$ cat src/rtl/gate_tester_seq.sv
// gate_tester_seq: steps a 2-input gate through all input patterns,
// samples its output and scores it against an expected truth table.
module gate_tester_seq #(
  parameter int unsigned DWELL = 4,
  parameter logic [3:0]  TT    = 4'b1000
) (
  input  logic       CLK,
  input  logic       RST_N,
  input  logic       START,
  input  logic       L,
  output logic       SW0,
  output logic       SW1,
  output logic       BUSY,
  output logic       DONE,
  output logic       PASS,
  output logic [3:0] ERR,
  output logic [2:0] ERRCNT
);

  // A zero dwell would never reach the sample cycle; run it as 1.
  localparam int unsigned DW   = (DWELL == 0) ? 1 : DWELL;
  localparam logic [7:0]  LAST = 8'(DW - 1);

  typedef enum logic [1:0] {
    IDLE,
    APPLY,
    SAMPLE,
    FINISH
  } state_t;

  state_t     state_q, state_d;
  logic [1:0] idx_q, idx_d;
  logic [7:0] cnt_q, cnt_d;
  logic [3:0] err_q, err_d;
  logic       pass_q, pass_d;
  logic [1:0] sw_q, sw_d;

  // State, counters, scores and the registered gate drive.
  always_ff @(posedge CLK or negedge RST_N) begin
    if (!RST_N) begin
      state_q <= IDLE;
      idx_q   <= 2'd0;
      cnt_q   <= 8'd0;
      err_q   <= 4'd0;
      pass_q  <= 1'b0;
      sw_q    <= 2'b00;
    end else begin
      state_q <= state_d;
      idx_q   <= idx_d;
      cnt_q   <= cnt_d;
      err_q   <= err_d;
      pass_q  <= pass_d;
      sw_q    <= sw_d;
    end
  end

  // Next-state logic; the drive follows the next state so it
  // switches on the same edge as the state itself.
  always_comb begin
    state_d = state_q;
    idx_d   = idx_q;
    cnt_d   = cnt_q;
    err_d   = err_q;
    pass_d  = pass_q;
    unique case (state_q)
      IDLE: begin
        if (START) begin
          state_d = APPLY;
          idx_d   = 2'd0;
          cnt_d   = 8'd0;
          err_d   = 4'd0;
          pass_d  = 1'b0;
        end
      end
      APPLY: begin
        cnt_d = cnt_q + 8'd1;
        if (cnt_q == LAST) state_d = SAMPLE;
      end
      SAMPLE: begin
        err_d[idx_q] = (L != TT[idx_q]);
        if (idx_q == 2'd3) begin
          state_d = FINISH;
          pass_d  = ~|err_d;
        end else begin
          state_d = APPLY;
          idx_d   = idx_q + 2'd1;
          cnt_d   = 8'd0;
        end
      end
      FINISH: state_d = IDLE;
      default: state_d = IDLE;
    endcase
    sw_d = ((state_d == APPLY) || (state_d == SAMPLE)) ? idx_d : 2'b00;
  end

  assign SW0    = sw_q[0];
  assign SW1    = sw_q[1];
  assign BUSY   = (state_q == APPLY) || (state_q == SAMPLE);
  assign DONE   = (state_q == FINISH);
  assign PASS   = pass_q;
  assign ERR    = err_q;
  assign ERRCNT = {2'b00, err_q[0]} + {2'b00, err_q[1]}
                + {2'b00, err_q[2]} + {2'b00, err_q[3]};

endmodule

$ cat config.mk
export PLATFORM = sky130hd
export DESIGN_NAME = gate_tester_seq
export DESIGN_NICKNAME = d
export VERILOG_FILES = /design/src/rtl/gate_tester_seq.sv
export SDC_FILE = /design/constraint.sdc
export NUM_CORES = 1
export LEC_CHECK = 0
export CAP_MARGIN = 10
export CORE_MARGIN = 3
export CORE_UTILIZATION = 56
export DETAILED_ROUTE_END_ITERATION = 10
export PLACE_DENSITY_LB_ADDON = 0.2
export SLEW_MARGIN = 15
export SYNTH_ARGS = -nofsm -noshare
export SYNTH_HDL_FRONTEND = slang
export SYNTH_SLANG_ARGS = --single-unit
$ cat constraint.sdc
create_clock -name CLK -period 5.8 [get_ports CLK]
set_input_delay 1.16 -clock CLK [delete_from_list [all_inputs] [get_ports CLK]]
set_output_delay 1.16 -clock CLK [all_outputs]
set_load 0.01 [all_outputs]
==> results of run 1 <==
## power groups by stage
stage | Sequential [mW] | Clock, mW | Combinational [mW]
2_1_floorplan | 0.166 | 0 | 0.111
3_3_place_gp | 0.166 | 0 | 0.150
3_5_place_dp | 0.168 | 0 | 0.153
4_1_cts | 0.165 | 0.0699 | 0.155
5_1_grt | 0.168 | 0.0753 | 0.175
6_report | 0.165 | 0.0672 | 0.154
## layout by cell type, fill, tap and decap left out, types with 3 or more instances in the layout
master,netlist,routed
dfrtp_1,19,19
clkdlybuf4s50_1,0,15
o21ai_0,10,10
inv_1,9,9
nor2_1,9,9
nand2_1,9,9
ha_1,7,7
mux2i_1,5,5
nand2b_1,5,5
nand3_1,5,5
a22oi_1,3,3
o31ai_1,3,3
clkbuf_4,0,3
## registers in the layout, indices dropped and copies added, names as in the netlist
signal and flops:
PASS 1, ERR 4, state_q 2, idx_q 2
cnt_q 8, sw_q 2
## worst min-delay path by stage
stage	end	slack, ps	depth (start not counted)
CTS	cnt_q[1]	530	2
global placement	cnt_q[1]	490	2
finish	cnt_q[1]	520	2
detailed placement	cnt_q[1]	500	2
global route	cnt_q[1]	590	2
floorplan	cnt_q[1]	480	2
## per-stage QoR
step / std cells / instance area [sq um] / total power [mW]
floorplan: 109 / 1070 / 0.277
global placement: 147 / 1240 / 0.316
detailed placement: 147 / 1240 / 0.321
CTS: 151 / 1270 / 0.390
global route: 151 / 1270 / 0.418
finish: 151 / 1270 / 0.386
## cell families (layout without fill, tap and decap cells)
logic type | count (synthesis) | after routing | synth area share
simple gates | 39 | 39 | 0.194
compound gates | 22 | 22 | 0.132
flops | 19 | 19 | 0.443
buf+inv | 11 | 28 | 0.0408
fa+ha+maj | 8 | 8 | 0.100
mux | 6 | 6 | 0.0572
xor+xnor | 4 | 4 | 0.0327
## cell type report
type                            count  area, sq um  share of cell area
Multi-Input combinational cell     79          553               0.435
Sequential cell                    19          475               0.374
Timing Repair Buffer               15          150               0.118
Inverter                            9         33.8              0.0266
Tap cell                           25         31.3              0.0246
Clock buffer                        3         22.5              0.0177
Clock inverter                      1         5.00             0.00394
## critical path, cell delays in order, from the launching register on
cell,delay (ps)
dfrtp_1,430
inv_1,80
fa_1,530
inv_1,40
ha_1,170
ha_1,270
clkdlybuf4s50_1,520
## layer usage
| layer | GRT usage | wire length (microns) | part of all wire | vias to the layer above |
|---|---|---|---|---|
| met1 | 0.253 | 964 | 0.49 | 398 |
| met5 | 0 | 0 | 0 | - |
| met4 | 0.0876 | 43 | 0.022 | 0 |
| li1 | - | - | - | 413 |
| met2 | 0.297 | 919 | 0.47 | 13 |
| met3 | 0.0332 | 48 | 0.024 | 5 |
==> results by group, run 1 <==
Run status
  – Status: complete, no violations

Logic synthesis
  – Synth Flop Type: dfrtp_1
  – Synth Net Count: between 100 and 150
  – EDFF count, synth: 0
  – Mapped Cells: between 100 and 150
  – FFs w/ async S/R, synth: 1.00
  – Synth warn: 0
  – Synth Register Bits: 19
  – Share of the synthesized area in the top cell type: 0.443
  – Area contributors post-synth: dfrtp_1 (44%), ha_1 (8.2%), mux2i_1 (4.7%), o21ai_0 (4.7%), inv_1 (3.2%)
  – Most frequent cells after synthesis: dfrtp_1 (19), o21ai_0 (10), inv_1 (9), nand2_1 (9), nor2_1 (9)
  – Most numerous cell in the Yosys netlist: dfrtp_1
  – Synth cell types: 28
  – Biggest area consumer among synthesized cells: dfrtp_1
  – Seq/Total Area, Yosys: 0.443
  – Cell Area, Synth: 0.00107 sq mm
  – Avg Inst Size Synth: 9.84 sq um

Routing
  – Via Count: a little over 800
  – Vias per cell: between 5 and 6
  – DRC errors left: 0
  – First DRT Iteration DRCs: 12
  – Drt pass-1 iters: 4
  – WL/cell: 13.1 microns
  – Final ANT Viol Nets: 0
  – Drt total wl: roughly 2000 microns

Min path
  – Hold Path Origin: cnt_q[1]
  – Worst hold path class: flip-flop to flip-flop

Floorplanning
  – Starting Density: 0.608
  – Ports: 16
  – Die Ht: between 40 and 50 microns
  – Die width: ~50 microns
  – FP Rows: 15
  – Die area: roughly 0.0025 sq mm
  – Core area: around 0.0018 sq mm

Clock tree
  – Clock latency on the worst-skew pair: 300 ps
  – CTS tree: done
  – CTS buffer count: 3
  – CTS resizes: 0
  – Post-CTS Setup Repair Bufs: 0
  – H-tree Lvls: 1
  – Hold Buf Count CTS: 0
  – Root buf cell: clkbuf_4
  – Clk sinks: 19
  – Worst-path clk slew: between 100 and 150 ps
  – Clock tree buffer depth: 2

Global routing
  – Vias in the first global route: ~830
  – Largest net degree at the start of global routing: 20
  – All-Layer GR Usage: 0.189
  – Grt ovf: 0
  – First-pass GRT wire length: roughly 3600 microns
  – Initial antenna violation count: 0

STA
  – Worst slew pin tran: around 850 ps
  – Final setup violation count: 0
  – Max-slew violation count: 0
  – RSZ-0062 raised after global routing: no
  – Final WS setup: 2300 ps
  – Final Hold Vio Count: 0
  – Period Utilization, post-route: 0.603
  – Max Freq: about 290 MHz
  – Crit path time final: 3500 ps
  – Worst Skew: about 6.3 ps
  – Final setup TNS: 0 ps
  – Worst hold margin: 519 ps
  – Slew margin rel.: 0.433

Worst setup path
  – R2r setup slk: 3750 ps
  – Kind of critical path: flip-flop to output pin
  – FF-to-FF path depth: 7
  – Critical path startpoint: ERR[0]
  – Worst Path Max Fanout: 5
  – Arr. time, crit path: 2340 ps
  – Critical Path RT: 4640 ps
  – Critical Path End Type: output pin
  – Startpoint types: flip-flop
  – FF-to-FF Start: state_q[0]
  – Crit path to: ERRCNT[1]
  – Reg2reg end: cnt_q[7]

Finish
  – Util after Layout: 0.721
  – Diode count: 0
  – NumNets Final: around 140
  – # fillers: ~150
  – Layout area overhead: 18.6%
  – Layout cells sized above 1: 0.0873

Power and ir drop
  – Pwr dens: between 300 and 400 mW/mm^2
  – Flop pwr share: 0.427
  – Logic gate share of total power: 0.398
  – Switching Fraction: 0.375
  – Internal power: between 0.2 and 0.25 mW
  – P_sw: between 0.1 and 0.15 mW
  – Clk pwr share: 0.174
  – Peak supply drop: around 240 uV
  – P_leak: 0.596 nW

Placed design
  – # port buffers: 15
  – Placer Congestion: 0.835
  – Pre-CTS setup slack: 2630 ps
  – DP HPWL: 1490 microns

Run
  – Max-Cap Viols: 0
No activity file was read; power rests on OpenSTA's default activity.
==> run 2: changes to the inputs <==
- CORE_UTILIZATION: 56 -> 47
- clock period: 5.8 -> 2.9 ns (I/O delays scaled with it)
==> results by group, run 2 (same netlist as run 1, synthesis figures left out) <==
Worst setup path
  – Critical Path RT: 2320 ps (was 4640 ps)
  – Critical Path End Type: output pin (unchanged)
  – Worst Path Max Fanout: 4 (was 5)
  – Startpoint types: flip-flop (unchanged)
  – FF-to-FF path depth: 7 (unchanged)
  – Kind of critical path: flip-flop to output pin (unchanged)
  – Arr. time, crit path: 2140 ps (was 2340 ps)

Run status
  – Status: complete, no violations (unchanged)

Finish
  – Area of the multi-input gates: 553 sq um (unchanged)
  – Layout area overhead: 21.1% (was 18.6%)
  – # fillers: 183 (was 153)
  – Final Cell Area: 0.00130 sq mm (was 0.00127 sq mm)
  – Layout cells sized above 1: 0.109 (was 0.0873)
  – Max FFs per register: 8 (unchanged)
  – NumNets Final: 142 (was 139)
  – Util after Layout: 0.630 (was 0.721)
  – Commonest cells after routing, fill and taps aside: dfrtp_1 (19), clkdlybuf4s50_1 (14), o21ai_0 (10) (was dfrtp_1 (19), clkdlybuf4s50_1 (15), o21ai_0 (10))
  – Seq. cell area: 475 sq um (unchanged)
  – Diode count: 0 (unchanged)
  – Biggest register: cnt_q (unchanged)
  – Commonest non-fill, non-tap cell in the layout: dfrtp_1 (unchanged)

Power and ir drop
  – P_leak: 0.631 nW (was 0.596 nW)
  – Internal power: 0.491 mW (was 0.241 mW)
  – Peak supply drop: 445 uV (was 242 uV)
  – P_sw: 0.302 mW (was 0.145 mW)
  – Clk pwr share: 0.175 (was 0.174)
  – Pwr dens: 611 mW/mm^2 (was 304 mW/mm^2)
  – Switching Fraction: 0.381 (was 0.375)
  – Flop pwr share: 0.416 (was 0.427)
  – Logic gate share of total power: 0.409 (was 0.398)

STA
  – Max Freq: around 370 MHz
  – RSZ-0062 raised after global routing: no (unchanged)
  – Max-slew violation count: 0 (unchanged)
  – Worst slew pin tran: 848 ps (about the same)
  – Slew margin rel.: 0.433 (about the same)
  – Final Hold Vio Count: 0 (unchanged)
  – Period Utilization, post-route: 0.938
  – Worst Skew: 7.52 ps (was 6.34 ps)
  – Final setup violation count: 0 (unchanged)
  – Worst hold margin: 537 ps (was 519 ps)
  – Final setup TNS: 0 ps (unchanged)
  – Crit path time final: roughly 2700 ps

Min path
  – Hold Path Depth: 2 (unchanged)
  – Worst hold path class: flip-flop to flip-flop (unchanged)

Global routing
  – All-Layer GR Usage: 0.173 (was 0.189)
  – Grt ovf: 0 (unchanged)
  – Vias in the first global route: 786 (was 829)
  – Initial antenna violation count: 0 (unchanged)
  – First-pass GRT wire length: 3590 microns (was 3640 microns)
  – Largest net degree at the start of global routing: 20 (unchanged)

Clock tree
  – Clock latency on the worst-skew pair: 300 ps (about the same)
  – CTS tree: done (unchanged)
  – Clk sinks: 19 (unchanged)
  – H-tree Lvls: 1 (unchanged)
  – Root buf cell: clkbuf_4 (unchanged)
  – CTS buffer count: 3 (unchanged)
  – Clock tree buffer depth: 2 (unchanged)
  – Worst-path clk slew: 120 ps (was 110 ps)
  – Hold Buf Count CTS: 0 (unchanged)

Routing
  – First DRT Iteration DRCs: 18 (was 12)
  – WL/cell: 13.2 microns (was 13.1 microns)
  – Via Count: 833 (was 829)
  – DRC errors left: 0 (unchanged)
  – Final ANT Viol Nets: 0 (unchanged)
  – Vias per cell: 5.34 (was 5.49)
  – Drt pass-1 iters: 4 (unchanged)
  – Drt total wl: 2060 microns (was 1980 microns)

Floorplanning
  – Die Ht: 53.8 microns (was 49.8 microns)
  – FP Rows: 16 (was 15)
  – Die width: 53.8 microns (was 49.8 microns)
  – Core area: 0.00206 sq mm (was 0.00176 sq mm)
  – Starting Density: 0.520 (was 0.608)
  – Ports: 16 (unchanged)
  – Die area: 0.00289 sq mm (was 0.00248 sq mm)

Placed design
  – Placer Congestion: 0.775 (was 0.835)
  – Placement Cell Area: 0.00125 sq mm (was 0.00124 sq mm)
  – DP HPWL: 1520 microns (was 1490 microns)
  – # port buffers: 15 (unchanged)

Run
  – Max-Cap Viols: 0 (unchanged)
==> run 2: per-layer routing <==
layer	part of all wire	up-vias	routed length, microns	global-route usage
li1	-	419	-	-
met3	0.038	2	79	0.0305
met4	0.0092	0	19	0.0723
met2	0.43	17	883	0.242
met1	0.52	395	1080	0.261
met5	0	-	0	0
==> run 2: path summary, 6_finish.rpt <==
path                             from        end  slack [ps]
min in group asynchronous       RST_N   idx_q[1]         750
min reg2reg                  cnt_q[1]   cnt_q[1]         540
max reg2reg                state_q[0]   cnt_q[7]         790
max                            ERR[1]  ERRCNT[2]         180
min                          cnt_q[1]   cnt_q[1]         540
max in group asynchronous       RST_N     ERR[0]        1630
==> run 2: worst max-delay path, cell delays in order, from the launching register on <==
cell             delay, ps
dfrtp_1                420
inv_1                   70
fa_1                   500
inv_1                   40
ha_1                   170
ha_1                   170
clkdlybuf4s50_1        470
==> run 2: per-stage QoR <==
| step | power (mW) | setup WS [ps] | instances |
|---|---|---|---|
| 2_1_floorplan | 0.554 | 792 | 109 |
| 3_3_place_gp | 0.643 | 352 | 150 |
| 3_5_place_dp | 0.652 | 309 | 150 |
| 4_1_cts | 0.795 | 1.31 | 155 |
| 5_1_grt | 0.856 | 115 | 156 |
| 6_report | 0.794 | 180 | 156 |
==> run 2: what timing repair did <==
action / in CTS / in global routing
setup endpoints to repair: 1 / 1
gates resized for setup: 0 / 1
setup buffers: 1 / 1
==> run 2: cell type report <==
class	count	share of cell area
multi-input cells	79	0.426
flip-flops and latches	19	0.366
clock buffers	3	0.0173
well taps	27	0.0260
clock inverters	1	0.00385
repair buffers	18	0.135
inverters	9	0.0260
==> run 2: power groups by stage <==
stage / logic [mW] / registers, mW / clock network (mW)
finish: 0.325 / 0.330 / 0.139
floorplan: 0.223 / 0.331 / 0
global route: 0.367 / 0.336 / 0.153
detailed placement: 0.315 / 0.337 / 0
CTS: 0.324 / 0.330 / 0.141
global placement: 0.310 / 0.333 / 0
==> run 3: changes to the inputs <==
- RECOVER_POWER: default -> 100
==> results by group, run 3 (same netlist as run 1, synthesis figures left out) <==
Run status
  – Status: complete, no violations (unchanged)

Worst setup path
  – FF-to-FF path depth: 7 (unchanged)
  – Cell mode on critical path: inv_1
  – Worst Path Max Fanout: 4 (unchanged)
  – Startpoint types: flip-flop (unchanged)
  – Crit path to: ERRCNT[0] (was ERRCNT[2])
  – Critical-path top delay cell: dlygate4sd3_1 (was fa_1)
  – Critical path startpoint: ERR[1] (unchanged)
  – Arr. time, crit path: 2190 ps (was 2140 ps)
  – Critical Path End Type: output pin (unchanged)
  – R2r setup slk: 790 ps (about the same)
  – Crit path largest cell delay: 600 ps (was 500 ps)
  – CP Cell Sequence: inv_1 > fa_1 > inv_1 > ha_1 > dlygate4sd3_1 (was inv_1 > fa_1 > inv_1 > ha_1 > ha_1 > clkdlybuf4s50_1)
  – Kind of critical path: flip-flop to output pin (unchanged)
  – Critical Path RT: 2320 ps (about the same)
  – Reg2reg end: cnt_q[7] (unchanged)
  – FF-to-FF Start: state_q[0] (unchanged)

Floorplanning
  – FP Rows: 16 (unchanged)
  – Die area: 0.00289 sq mm (unchanged)
  – Die width: 53.8 microns (unchanged)
  – Core area: 0.00206 sq mm (unchanged)
  – Die Ht: 53.8 microns (unchanged)
  – Starting Density: 0.520 (unchanged)
  – Ports: 16 (unchanged)

Clock tree
  – Hold Buf Count CTS: 0 (unchanged)
  – Clock latency on the worst-skew pair: 300 ps (about the same)
  – CTS buffer count: 3 (unchanged)
  – Worst-path clk slew: 120 ps (about the same)
  – Root buf cell: clkbuf_4 (unchanged)
  – Clock tree buffer depth: 2 (unchanged)
  – CTS tree: done (unchanged)
  – H-tree Lvls: 1 (unchanged)
  – Clk sinks: 19 (unchanged)

Finish
  – # fillers: 184 (was 183)
  – Max FFs per register: 8 (unchanged)
  – Seq. cell area: 475 sq um (unchanged)
  – Area of the multi-input gates: 553 sq um (unchanged)
  – Layout cells sized above 1: 0.101 (was 0.109)
  – Final Cell Area: 0.00129 sq mm (was 0.00130 sq mm)
  – Commonest non-fill, non-tap cell in the layout: dfrtp_1 (unchanged)
  – Commonest cells after routing, fill and taps aside: dfrtp_1 (19), dlygate4sd3_1 (12), o21ai_0 (10) (was dfrtp_1 (19), clkdlybuf4s50_1 (14), o21ai_0 (10))
  – Biggest register: cnt_q (unchanged)
  – Diode count: 0 (unchanged)
  – NumNets Final: 142 (unchanged)
  – Layout area overhead: 20.5% (was 21.1%)

Power and ir drop
  – Pwr dens: 604 mW/mm^2 (was 611 mW/mm^2)
  – Peak supply drop: 445 uV (about the same)
  – P_leak: 0.641 nW (was 0.631 nW)

STA
  – Final setup violation count: 0 (unchanged)
  – Max Freq: 361 MHz (was 368 MHz)
  – Period Utilization, post-route: 0.956 (was 0.938)
  – Worst slew pin tran: 867 ps (was 848 ps)
  – Worst Skew: 6.23 ps (was 7.52 ps)
  – Final setup TNS: 0 ps (unchanged)
  – RSZ-0062 raised after global routing: no (unchanged)
  – Final Hold Vio Count: 0 (unchanged)
  – Slew margin rel.: 0.420 (was 0.433)
  – Crit path time final: 2770 ps (was 2720 ps)
  – Max-slew violation count: 0 (unchanged)

Min path
  – Worst hold path class: flip-flop to flip-flop (unchanged)
  – Hold Path Depth: 2 (unchanged)

Routing
  – WL/cell: 13.2 microns (about the same)
  – Via Count: 831 (was 833)
  – Drt pass-1 iters: 4 (unchanged)
  – Final ANT Viol Nets: 0 (unchanged)
  – Vias per cell: 5.33 (was 5.34)
  – First DRT Iteration DRCs: 14 (was 18)
  – DRC errors left: 0 (unchanged)
  – Drt total wl: 2050 microns (was 2060 microns)

Global routing
  – Vias in the first global route: 786 (unchanged)
  – First-pass GRT wire length: 3590 microns (unchanged)
  – Largest net degree at the start of global routing: 20 (unchanged)
  – All-Layer GR Usage: 0.173 (unchanged)
  – Initial antenna violation count: 0 (unchanged)
  – Grt ovf: 0 (unchanged)

Placed design
  – Placer Congestion: 0.775 (unchanged)
  – DP HPWL: 1520 microns (unchanged)
  – Placement Cell Area: 0.00125 sq mm (unchanged)
  – # port buffers: 15 (unchanged)

Run
  – Max-Cap Viols: 0 (unchanged)
==> run 3: cell types whose count changed in the layout (fill, tap and decap cells not counted), sizes merged <==
cell           before  now
buf                 3    2
clkbuf              3    4
clkdlybuf4s25       0    1
clkdlybuf4s50      14    2
dlygate4sd3         0   12
dlymetal6s2s        1    0
==> run 3: per-layer routing <==
metal / track usage / wire length [microns] / vias to the layer above / part of all wire
met4: 0.0723 / 19 / 0 / 0.0093
li1: - / - / 418 / -
met2: 0.242 / 892 / 19 / 0.43
met1: 0.261 / 1060 / 392 / 0.52
met5: 0 / 0 / - / 0
met3: 0.0305 / 76 / 2 / 0.037
==> run 3: stage by stage <==
| stage | total power, mW | cells | hold WS, ps | setup WS [ps] | utilization |
|---|---|---|---|---|---|
| 2_1_floorplan | 0.554 | 109 | 284 | 792 | - |
| 3_3_place_gp | 0.643 | 150 | 497 | 352 | 0.608 |
| 3_5_place_dp | 0.652 | 150 | 509 | 309 | 0.608 |
| 4_1_cts | 0.795 | 155 | 538 | 1.31 | 0.625 |
| 5_1_grt | 0.843 | 156 | 596 | 68.9 | 0.627 |
| 6_report | 0.781 | 156 | 537 | 127 | 0.627 |
==> run 3: critical path, delay by kind of cell (launching register included) <==
family | cells | cell delay, ps
DFF | 1 | 420
adders and majority gates | 2 | 760
buffers and inverters | 3 | 710
==> run 3: final cells by class <==
cell class	instances	share of cell area
inverters	9	0.0261
clock inverters	1	0.00387
well taps	27	0.0261
multi-input cells	79	0.428
repair buffers	18	0.131
flip-flops and latches	19	0.368
clock buffers	3	0.0174
==> run 3: how the worst min path moves through the flow <==
stage	from	slack [ps]	to
after floorplan	RST_N	280	ERR[0]
after global placement	cnt_q[1]	500	cnt_q[1]
after detailed placement	cnt_q[1]	510	cnt_q[1]
after CTS	cnt_q[1]	540	cnt_q[1]
after global routing	cnt_q[0]	600	cnt_q[0]
final	cnt_q[1]	540	cnt_q[1]
==> run 3: power breakdown <==
| group | internal (mW) | switching [mW] |
|---|---|---|
| Combinational | 0.130 | 0.182 |
| Sequential | 0.298 | 0.0320 |
| Clock | 0.0515 | 0.0882 |
| Total | 0.479 | 0.302 |
==> run 3: what timing repair did <==
| item | 4_1_cts | 5_1_grt |
|---|---|---|
| endpoints found under the hold margin | 0 | 0 |
| buffers inserted | 1 | 1 |
| gates resized for setup | 0 | 1 |
| setup endpoints to repair | 1 | 1 |
